--- src/rtl/pipe_stage_skid.sv ---
// Inter-stage pipeline register with valid/ready handshake and a 2-entry skid buffer.
// A downstream stall never drops an upstream beat. Flush inserts a bubble with zero control.
// A saturating stall counter is exported for hazard-unit debug.
module pipe_stage_skid #(
  parameter int unsigned CTRL_W          = 9,
  parameter int unsigned DATA_W          = 111,
  parameter bit          FLUSH_ZERO_DATA = 1'b1,
  parameter int unsigned CNT_W           = 16
) (
  input  logic              clk,
  input  logic              rst_n,
  input  logic              flush,
  input  logic              in_valid,
  output logic              in_ready,
  input  logic [CTRL_W-1:0] in_ctrl,
  input  logic [DATA_W-1:0] in_data,
  output logic              out_valid,
  input  logic              out_ready,
  output logic [CTRL_W-1:0] out_ctrl,
  output logic [DATA_W-1:0] out_data,
  output logic [CNT_W-1:0]  stall_cnt
);

  // Encoding is {main_v, skid_v}; 2'b01 is unreachable.
  typedef enum logic [1:0] {
    StEmpty = 2'b00,
    StOne   = 2'b10,
    StTwo   = 2'b11
  } state_e;

  localparam logic [CNT_W-1:0] CntMax = '1;

  state_e            state_q, state_d;
  logic [CTRL_W-1:0] main_ctrl_q, main_ctrl_d;
  logic [DATA_W-1:0] main_data_q, main_data_d;
  logic [CTRL_W-1:0] skid_ctrl_q, skid_ctrl_d;
  logic [DATA_W-1:0] skid_data_q, skid_data_d;
  logic [CNT_W-1:0]  stall_cnt_q, stall_cnt_d;

  logic skid_v;
  logic acc_in;
  logic acc_out;

  assign skid_v    = state_q[0];
  assign out_valid = state_q[1];
  assign out_ctrl  = main_ctrl_q;
  assign out_data  = main_data_q;
  assign stall_cnt = stall_cnt_q;

  // Held low during reset so no beat ever looks accepted by a stage that is being cleared.
  assign in_ready = rst_n && !skid_v && !flush;
  assign acc_in   = in_valid && in_ready;
  assign acc_out  = out_valid && out_ready;

  // Next-state for occupancy and the main/skid entries.
  always_comb begin
    state_d     = state_q;
    main_ctrl_d = main_ctrl_q;
    main_data_d = main_data_q;
    skid_ctrl_d = skid_ctrl_q;
    skid_data_d = skid_data_q;
    if (flush) begin
      state_d     = StEmpty;
      main_ctrl_d = '0;
      skid_ctrl_d = '0;
      if (FLUSH_ZERO_DATA) begin
        main_data_d = '0;
        skid_data_d = '0;
      end
    end else begin
      unique case (state_q)
        StEmpty: begin
          if (acc_in) begin
            main_ctrl_d = in_ctrl;
            main_data_d = in_data;
            state_d     = StOne;
          end
        end
        StOne: begin
          if (acc_in && acc_out) begin
            main_ctrl_d = in_ctrl;
            main_data_d = in_data;
          end else if (acc_in) begin
            skid_ctrl_d = in_ctrl;
            skid_data_d = in_data;
            state_d     = StTwo;
          end else if (acc_out) begin
            // Data is left as-is; only control must read zero while empty.
            main_ctrl_d = '0;
            state_d     = StEmpty;
          end
        end
        StTwo: begin
          if (acc_out) begin
            main_ctrl_d = skid_ctrl_q;
            main_data_d = skid_data_q;
            skid_ctrl_d = '0;
            state_d     = StOne;
          end
        end
        default: begin
          state_d     = StEmpty;
          main_ctrl_d = '0;
          skid_ctrl_d = '0;
        end
      endcase
    end
  end

  // Saturating count of stalled cycles; flush cycles are not counted.
  always_comb begin
    stall_cnt_d = stall_cnt_q;
    if (out_valid && !out_ready && !flush && (stall_cnt_q != CntMax)) begin
      stall_cnt_d = stall_cnt_q + CNT_W'(1);
    end
  end

  // State registers with synchronous active-low reset.
  always_ff @(posedge clk) begin
    if (!rst_n) begin
      state_q     <= StEmpty;
      main_ctrl_q <= '0;
      main_data_q <= '0;
      skid_ctrl_q <= '0;
      skid_data_q <= '0;
      stall_cnt_q <= '0;
    end else begin
      state_q     <= state_d;
      main_ctrl_q <= main_ctrl_d;
      main_data_q <= main_data_d;
      skid_ctrl_q <= skid_ctrl_d;
      skid_data_q <= skid_data_d;
      stall_cnt_q <= stall_cnt_d;
    end
  end

endmodule
--- config.mk ---
export PLATFORM = sky130hd
export DESIGN_NAME = pipe_stage_skid
export DESIGN_NICKNAME = d
export VERILOG_FILES = /design/src/rtl/pipe_stage_skid.sv
export SDC_FILE = /design/constraint.sdc
export NUM_CORES = 1
export LEC_CHECK = 0
export CAP_MARGIN = 10
export CORE_AREA = 2 2 171 173
export DETAILED_ROUTE_END_ITERATION = 7
export DIE_AREA = 0 0 173 175
export PLACE_DENSITY = 0.66
export SYNTH_ARGS = -nofsm -noshare
export SYNTH_HDL_FRONTEND = slang
export SYNTH_SLANG_ARGS = --single-unit
export TNS_END_PERCENT = 10
--- constraint.sdc ---
create_clock -name clk -period 5.8 [get_ports clk]
set_input_delay 1.16 -clock clk [delete_from_list [all_inputs] [get_ports clk]]
set_output_delay 1.16 -clock clk [all_outputs]
set_load 0.01 [all_outputs]
Word-level counts from Yosys, hierarchy flattened
Index checks and enable logic that the tools add are counted.
{"block": "op_classes", "add_sub_neg": 1, "eq_ne": 11, "muxes": 18, "n_bitwise": 3, "n_reduce_logical": 19}
{"operator": "$mux W111", "count": 3}
{"operator": "$pmux W111 S3", "count": 1}
{"operator": "$mux W9", "count": 6}
{"operator": "$pmux W9 S3", "count": 2}
{"operator": "$add A16 B1 Y16 const B", "count": 1}
{"operator": "$ne A16 B16 Y1 const B", "count": 1}
{"operator": "$reduce_and A4 Y1", "count": 4}
{"operator": "$mux W2", "count": 5}
{"operator": "$ne A2 B2 Y1 const B", "count": 5}
{"operator": "$ne A3 B3 Y1 const B", "count": 3}
{"operator": "$logic_and A1 B1 Y1", "count": 8}
{"operator": "$pmux W2 S3", "count": 1}
{"operator": "$eq A2 B2 Y1 const B", "count": 2}
{"operator": "$logic_not A1 Y1", "count": 3}
{"operator": "$not A1 Y1", "count": 3}
{"operator": "$reduce_and A3 Y1", "count": 1}
{"operator": "$reduce_bool A3 Y1", "count": 1}
{"operator": "$logic_not A2 Y1", "count": 1}
{"operator": "$reduce_or A2 Y1", "count": 1}
{"block": "totals", "regBits": 258, "input_bits": 125, "wordCells": 58}

Longest topological paths before layout
{"block": "logic_depth", "ltp_word": 7, "depth_mapped": 10}

Least setup slack after synthesis
OpenSTA, ideal clock, no wires.
{"block": "synth_path", "kind": "input -> output", "startpoint": "input flush", "endpoint": "output in_ready", "arrival_ps": 2102, "required_time_ps": 4640, "path_slack_ps": 2538, "stages": 5, "path_buffers": 3, "cell_sequence": "nand2b_1 -> clkbuf_1 -> clkbuf_1 -> buf_1 -> nor2_1"}
{"block": "synth_via", "elab_chain_len": 2}
{"item": "from (decl)", "line": "12", "source": "input logic flush,"}
{"item": "$logic_not A1 Y1", "line": "51", "source": "assign in_ready = rst_n && !skid_v && !flush;"}
{"item": "$logic_and A1 B1 Y1", "line": "51"}
{"item": "to (decl)", "line": "14", "source": "output logic in_ready,"}
No other way between the ends.

Worst setup path after layout
{"block": "layout_path", "startpoint": "input rst_n", "endpoint": "output in_ready"}
{"block": "layout_via", "elab_chain_len": 2}
{"item": "from (decl)", "line": "11", "source": "input logic rst_n,"}
{"item": "$logic_and A1 B1 Y1 (2 in series)", "line": "51"}
No other way between the ends.

==> flow_summary.ini <==
[floorplan]
dieArea_sq_um = 30300
core-area_sq_um = 28400
start_util_pct = 39.7
die_h_um = 175
ioPinCount = 263
rows = 62
dieWidth_um = 173

[placed_design]
place_hpwl_mm = 19.1
io_buffer_count = 262
gp_congestion = 0.798

[critical_path]
critical_path_class = input port to primary output
crit_slowest_cell = clkdlybuf4s50_1
crit_path_frequent_cell = clkdlybuf4s50_1
end_kind = primary output
path_cells = clkdlybuf4s50_1 -> nand2b_4 -> nor2_1 -> clkdlybuf4s50_1
crit_required_ns = 4.64
startpoint_type = input port
path_max_fanout = 44
slowest_delay_ns = 0.81
cp.arrival_ns = 3.22

[layout]
n_antenna_cell = 0
nets = 1548
fill_cells = 2637
register_area_sq_um = 5160
area_growth_pct = 32.2
multi_input_area_sq_um = 5560
layout-drive-gt1-share_pct = 11.3

[global_route]
grt_pass1_vias = 9247
grt_pass1_wl_mm = 49.9
grt_max_degree = 198
track_usage_pct = 19.7
antenna_found_initial = 0
grt_overflow = 0

[power]
p_sw_uw = 980
p_clk_share_pct = 43.8
p_sw_share_pct = 24.4
p_leak_nw = 4.45
comb_power_share_pct = 10.8
power.total_mw = 4.02
seq_power_share_pct = 45.3
intPower_mw = 3.04
power_density_nw_per_um2 = 270
peakVddDrop_uv = 152

[detailed_routing]
ant_nets = 0
drtIter0Drc = 646
wl_mm = 31.7
remaining_drc_errors = 0
wl_per_cell_um = 17.4
via_per_inst = 5.35
drt-pass1-iter-count = 5
vias = 9741

[yosys]
synth.distinct_cells = 48
ys_seq_area_share_pct = 45.8
yosysWarnings = 0
synth_cells = 1225
mappedNetlistArea_sq_um = 11300
synthTopCellsByArea = dfxtp_1 46%, a21oi_1 10%, mux2i_1 10%
synth-seq-cells = 258
synth_fp_nets = 1356
synth-edff-count = 0
async_reset_ff_share_pct = 0
post-synth-top-area-cell = dfxtp_1
synth_flop_cell = dfxtp_1
netlist.area_leader.share_pct = 45.8
synth.avg_cell_area_sq_um = 9.21

[timing]
fin_crit_sh_pct = 75.6
drv_slew = 0
tns_ns = 0
rsz0062_at_grt = no
setup_violations = 0
worst_clock_skew_ns = 0.00863
fmax_mhz = 228
relSlewSlack_pct = 26.6
hold_violations = 0
tightest_slew_ns = 1.10
hold_ws_ns = 0.453
period_needed_ns = 4.38

[clocking]
cts_sinks = 258
cts_root_buf = clkbuf_16
htree_levels = 1
cts_tree = done
clockBufferDepth = 3
cts_hold_buf = 0
clkLatencyLatePin_ns = 0.53
cts_buffers = 29
post_cts_buffers = 0
clk_pin_slew_ns = 0.06
cts_resized = 0

[job]
max_cap_viol_count = 0

[hold_path]
hold_class = register to register

[status]
status = completed
[area by class of cell]
cell class              count  share of cell area (%)
flip-flops and latches    258                    34.6
clock inverters            11                   0.554
clock buffers              41                    5.57
multi-input cells         847                    37.3
well taps                 384                    3.22
repair buffers            275                    18.6
inverters                   6                   0.151
[state kept, by name (all words and copies together) (netlist names)]
signal,flops
out_data,111
stall_cnt,16
out_ctrl,9
skid_ctrl_q,9
skid_data_q,111
state_q,2
[per-layer routing]
layer | GRT usage (%) | vias up | wire length [um]
met5 | 0 | - | 0
met4 | 5.19 | 0 | 696
met3 | 5.66 | 49 | 2310
met2 | 32.3 | 251 | 14500
met1 | 25.6 | 4673 | 14200
li1 | - | 4768 | -
[final timing paths]
check,from,to,slack [ns],cells after the start
setup / recovery,rst_n,in_ready,1.42,4
hold / removal,skid_data_q[12]$_SDFFE_PP0P_,skid_data_q[12]$_SDFFE_PP0P_,0.45,2
setup reg to reg,state_q[1]$_SDFFE_PP0P_,out_data[73]$_SDFFE_PP0P_,2.33,6
hold reg to reg,skid_data_q[12]$_SDFFE_PP0P_,skid_data_q[12]$_SDFFE_PP0P_,0.45,2
[stage by stage]
stage,util (%),std cells,cell area (sq um),setup WS (ns)
floorplan,-,1225,11300,2.54
global placement,49.3,1770,14000,1.44
detailed placement,49.3,1770,14000,1.40
CTS,52.5,1822,14900,1.39
global route,52.5,1822,14900,1.23
finish,52.5,1822,14900,1.42
[logic make-up (layout without fill, tap and decap cells)]
family | after synthesis | in the layout | share of synthesized area (%)
compound gates | 413 | 413 | 25.9
fa+ha+maj | 6 | 6 | 0.666
mux | 116 | 116 | 10.3
flops | 258 | 258 | 45.8
buf+inv | 120 | 333 | 5.46
simple gates | 312 | 312 | 11.9
[worst max-delay path: cells and delay by family]
kind                   cells  cell delay [ns]
buffers and inverters      2             1.38
AND/OR/NAND/NOR            2             0.67
[power groups by stage]
stage | registers (mW) | logic (mW) | clock network, mW
finish | 1.82 | 0.436 | 1.76
CTS | 1.82 | 0.438 | 1.81
floorplan | 1.87 | 0.225 | 0
global route | 1.83 | 0.468 | 1.88
global placement | 1.86 | 0.431 | 0
detailed placement | 1.86 | 0.436 | 0
[synthesized netlist by cell type, drive strengths merged (4+ instances only)]
cell	count
buf	55
dfxtp	258
nand3	4
mux2i	115
o21ai	25
nand2b	4
ha	6
a211oi	113
nand2	240
a21oi	237
a22oi	19
nor2	18
clkbuf	59
inv	6
nand4	24
[layout by cell type (no fill, tap or decap), types with 4 or more instances in the layout]
cell / n
a211oi_2: 91
buf_4: 9
buf_12: 4
clkbuf_8: 6
nand4_1: 24
clkinv_2: 9
mux2i_1: 115
nor2_1: 18
a21oi_1: 236
inv_1: 6
clkdlybuf4s50_1: 262
clkbuf_1: 6
clkbuf_16: 29
o21ai_0: 24
ha_1: 5
a211oi_1: 22
nand2_1: 240
dfxtp_1: 258
a22oi_1: 19
(Power assumes the default switching activity.)
